[src/rtl/mux_sel_cfg_chain.sv]
// Configuration-memory segment that shifts a select frame in serially and commits it to shadow selects.
// Optional macro CFG_READBACK_EN adds loading of the committed frame back into the chain.
module mux_sel_cfg_chain #(
    parameter  int NUM_MUX = 4,
    parameter  int SEL_W   = 4,
    localparam int L       = NUM_MUX * SEL_W,
    localparam int CW      = $clog2(L + 2)
) (
    input  logic         prog_clk,
    input  logic         pReset,
    input  logic         ccff_head,
    input  logic         shift_en,
    input  logic         commit,
    input  logic         readback,
    output logic         ccff_tail,
    output logic [0:L-1] sram,
    output logic [0:L-1] sram_inv,
    output logic         cfg_valid,
    output logic         cfg_err
);

    typedef enum logic [1:0] {
        IDLE,
        LOADING,
        FULL,
        OVER
    } state_t;

    localparam logic [CW-1:0] CNT_FULL = CW'(L);
    localparam logic [CW-1:0] CNT_OVER = CW'(L + 1);

    logic [0:L-1]  sr_q, sr_d;
    logic [0:L-1]  sram_q, sram_d;
    logic [CW-1:0] cnt_q, cnt_d;
    logic          valid_q, valid_d;
    logic          err_q, err_d;
    state_t        state_q, state_d;
    logic          acceptCommit;

    always_ff @(posedge prog_clk) begin
        if (pReset) begin
            sr_q    <= '0;
            sram_q  <= '0;
            cnt_q   <= '0;
            valid_q <= 1'b0;
            err_q   <= 1'b0;
            state_q <= IDLE;
        end else begin
            sr_q    <= sr_d;
            sram_q  <= sram_d;
            cnt_q   <= cnt_d;
            valid_q <= valid_d;
            err_q   <= err_d;
            state_q <= state_d;
        end
    end

    // A commit only lands when a whole frame sits in the chain and nothing is moving.
    always_comb begin
        sr_d         = sr_q;
        sram_d       = sram_q;
        cnt_d        = cnt_q;
        valid_d      = valid_q;
        err_d        = err_q;
        acceptCommit = commit && !shift_en && (state_q == FULL);

        if (shift_en) begin
            sr_d  = {sr_q[1:L-1], ccff_head};
            cnt_d = (cnt_q == CNT_OVER) ? CNT_OVER : cnt_q + CW'(1);
        end

        if (commit) begin
            if (acceptCommit) begin
                sram_d  = sr_q;
                valid_d = 1'b1;
                err_d   = 1'b0;
                cnt_d   = '0;
            end else begin
                err_d = 1'b1;
            end
        end

`ifdef CFG_READBACK_EN
        if (readback && !shift_en && !commit) begin
            sr_d  = sram_q;
            cnt_d = CNT_FULL;
        end
`endif
    end

    // Occupancy state tracks the counter value it will hold after this edge.
    always_comb begin
        state_d = state_q;
        if (cnt_d == '0) begin
            state_d = IDLE;
        end else if (cnt_d < CNT_FULL) begin
            state_d = LOADING;
        end else if (cnt_d == CNT_FULL) begin
            state_d = FULL;
        end else begin
            state_d = OVER;
        end
    end

`ifndef CFG_READBACK_EN
    logic unused_readback;
    assign unused_readback = readback;
`endif

    assign ccff_tail = sr_q[0];
    assign sram      = sram_q;
    assign sram_inv  = ~sram_q;
    assign cfg_valid = valid_q;
    assign cfg_err   = err_q;

endmodule

[config.mk]
export PLATFORM = sky130hd
export DESIGN_NAME = mux_sel_cfg_chain
export DESIGN_NICKNAME = d
export VERILOG_FILES = /design/src/rtl/mux_sel_cfg_chain.sv
export SDC_FILE = /design/constraint.sdc
export NUM_CORES = 1
export LEC_CHECK = 0
export CORE_MARGIN = 8
export CORE_UTILIZATION = 40
export DETAILED_ROUTE_END_ITERATION = 6
export PLACE_DENSITY = 0.7
export SETUP_SLACK_MARGIN = 0.4
export SYNTH_ARGS = -nofsm -noshare
export SYNTH_HDL_FRONTEND = slang
export SYNTH_SLANG_ARGS = --single-unit
[constraint.sdc]
create_clock -name prog_clk -period 1.9 [get_ports prog_clk]
set_input_delay 0.19 -clock prog_clk [delete_from_list [all_inputs] [get_ports prog_clk]]
set_output_delay 0.19 -clock prog_clk [all_outputs]
set_load 0.005 [all_outputs]
==> results.md <==
* Gr usage total at between 10% and 20%
* Fin crit share at 72.8%
* Worst Hold Class: reg -> reg
* Area leader, netlist: dfxtp_1
* Period minus WS final at approximately 1.4 ns
* Clock buffer depth at 2
* Hold_buf cts at 0
* Vias at 1296
* Grt total ovfl at 0
* CTS H-tree depth at 2
* RSZ-0062 raised after global routing: no
* Max FO, Critical Path at 9
* Placed insts at between 200 and 300
* Layout area overhead at 35.6%
* Max-cap viol count at 0
* Drt pass-1 iters at 4
* Residual DRC at 0
* Yosys synthesis warning count at 0
* Crit path DAT at between 1.5 and 2 ns
* Clk_lat worst skew at just under 0.3 ns
* Area of the multi-input gates at between 600 and 700 µm²
* Final number of setup-violating endpoints at 0
* Slew Limit Fails at 0
* WHS Endpoint: sram[1]
* Post-route ant nets at 0
* Syn nets at roughly 200
* Slew @ Worst Pin at around 0.33 ns
* Commonest non-fill, non-tap cells in the layout: dfxtp_1 (39), clkdlybuf4s50_1 (39), nand2_1 (37)
* Synth top area share at between 50% and 60%
* #FFs+latches synth at slightly above 40
* Die Wd at 79.4 µm
* EDFF count, synth at 0
* Setup Skew at about 0.0073 ns
* Storage cell area at ~820 µm²
* Ant diodes at 0
* Clock tree root driver cell: clkbuf_8
* Number of global-route vias before repair at between 1000 and 1500
* Total Negative Setup Slacks at 0 ns
* Critical Path RT at between 2 and 2.5 ns
* Filler cells at 400
* Top FF cell, synth: dfxtp_1
* Rel. slew slack at about four fifths
* Hold Vio Cnt, Final at 0
* TritonCTS Sinks at between 40 and 50
* Share of cells above drive strength 1 at under 10%
* Clock transition at path regs at roughly 0.080 ns
* Hold depth at 2
* Sequential share of power at between 50% and 60%
* Via density at roughly 4.6
* Yosys cell types at 26
* First DRT Iteration DRCs at around 50
* Worst R2R End: cnt_q[1]
* Post-synth ARST share at 0%
* Detail Placement HPWL at approximately 2.2 mm
* Reg2Reg Launch Point: cnt_q[0]
* Starting Density at about two fifths
* Reg2reg path depth at 4
* Final Core Density at 55.3%
* Worst VDD drop at roughly 0.60 mV
* Initial antenna violation count at 0
* CP Capture Type: flop
* GP Congestion at around 0.74
* Post-synthesis sequential area ratio at about half
* CTS tree: built
* Die extent in y at 79.4 µm
* # IOs at 41
* FP Rows at 23
* Design Power at between 1.5 and 2 mW
* Crit Path Class: reg -> reg
* Non-Filler Instances at 280
* Final nets at 237
* Int Pwr at 1.33 mW
* Clock power share at 42.8%
* Avg Cell Area, Syn at 8.55 µm²
* First-pass GRT wire length at 5.20 mm
* Flop-to-flop setup slack at 0.52 ns
* Wirelength per Cell at around 11 µm
* Pwr dens at 768 mW/mm²
* Die area at ~0.0063 mm²
* Fmax achieved at about 0.72 GHz
* IO buf count at 39
* Hold Startpoint: sr_q[1]
* Critical Path Source Type: flop
* Leak at 0.814 nW
* Synth Instances at 188
* Worst setup path start: cnt_q[0]
* Sw frac at about 20%
* Comb power frac at under 10%
* Core ar. at ~0.0039 mm²
* Final wirelength at ~3.2 mm
* Cell area after synthesis at between 0.0015 and 0.002 mm²
* Status: complete, no violations
* P_sw at between 0.3 and 0.4 mW
* CTS Buf Count at 5
* Synth area leaders: dfxtp_1 (51%), mux2i_1 (10%), nand2_1 (8.6%)
* Largest net degree at the start of global routing at 34
area by class of cell:
cell class                      instances  share of cell area (%)
Clock buffer                            6                    3.79
Clock inverter                          2                    1.72
Inverter                               18                    3.10
Multi-Input combinational cell        118                    30.8
Sequential cell                        41                    37.8
Tap cell                               50                    2.87
Timing Repair Buffer                   45                    20.0
kinds of logic (layout without fill, tap and decap cells):
logic type | count (synthesis) | count (layout) | synth area share (%)
flops | 41 | 41 | 51.1
compound gates | 23 | 23 | 8.02
xor+xnor | 2 | 2 | 1.09
simple gates | 75 | 75 | 20.5
fa+ha+maj | 2 | 2 | 1.56
buf+inv | 29 | 71 | 7.78
mux | 16 | 16 | 9.96
state kept, by name (all words and copies together), names as in the netlist:
name	cells
sr_q	16
sram	16
cnt_q	5
state_q	2
cfg_err	1
cfg_valid	1
through the flow:
| stage | hold WS, ns | setup WS, ns | area, µm² |
|---|---|---|---|
| 6_report | 0.465 | 0.516 | 2180 |
| 5_1_grt | 0.489 | 0.433 | 2180 |
| 4_1_cts | 0.469 | 0.409 | 2180 |
| 3_5_place_dp | 0.458 | 0.308 | 2050 |
| 3_3_place_gp | 0.450 | 0.301 | 2050 |
| 2_1_floorplan | 0.306 | 0.552 | 1610 |
Yosys cell counts, types with 2 or more instances:
cell       n
buf_2      4
nand3_1    3
dfxtp_1   41
nand4_1    2
xor2_1     2
nand2_1   37
inv_1     18
ha_1       2
nor2_1    25
clkbuf_1   5
a21oi_1   18
mux2i_1   16
or3_1      2
power by group through the flow:
stage          clock, mW  sequential (mW)  combinational [mW]
6_report           0.717            0.880              0.0772
5_1_grt            0.775            0.882              0.0842
4_1_cts            0.745            0.879              0.0772
3_5_place_dp           0            0.899              0.0756
3_3_place_gp           0            0.898              0.0751
2_1_floorplan          0            0.897              0.0530
per-layer routing:
layer / up-vias / global-route usage, % / share of wire, % / routed length (µm)
met5: - / 0 / 0 / 0
met4: 0 / 6.85 / 2.2 / 70
met3: 5 / 3.15 / 6.8 / 216
met2: 31 / 17.6 / 48 / 1540
met1: 577 / 10.9 / 43 / 1370
li1: 683 / - / - / -
worst max-delay path: stages (launching register included):
cell	delay (ns)
dfxtp_2	0.41
ha_1	0.20
nor4bb_4	0.39
o22ai_1	0.13
nor2b_1	0.14
worst max-delay path by stage:
stage	to	slack [ns]	cells after the start
5_1_grt	cnt_q[2]	0.43	5
3_5_place_dp	state_q[0]	0.31	4
4_1_cts	cnt_q[1]	0.41	4
3_3_place_gp	state_q[0]	0.30	4
6_report	cnt_q[1]	0.52	4
2_1_floorplan	cnt_q[1]	0.55	4
repair_timing:
| action | in CTS | in global routing |
|---|---|---|
| hold endpoints to repair | 0 | 0 |
| cloned | 0 | 0 |
| buffers inserted | 0 | 0 |
| resized for setup | 1 | 2 |
| setup endpoints to repair | 3 | 3 |
Power figures use the tool's default switching activity.
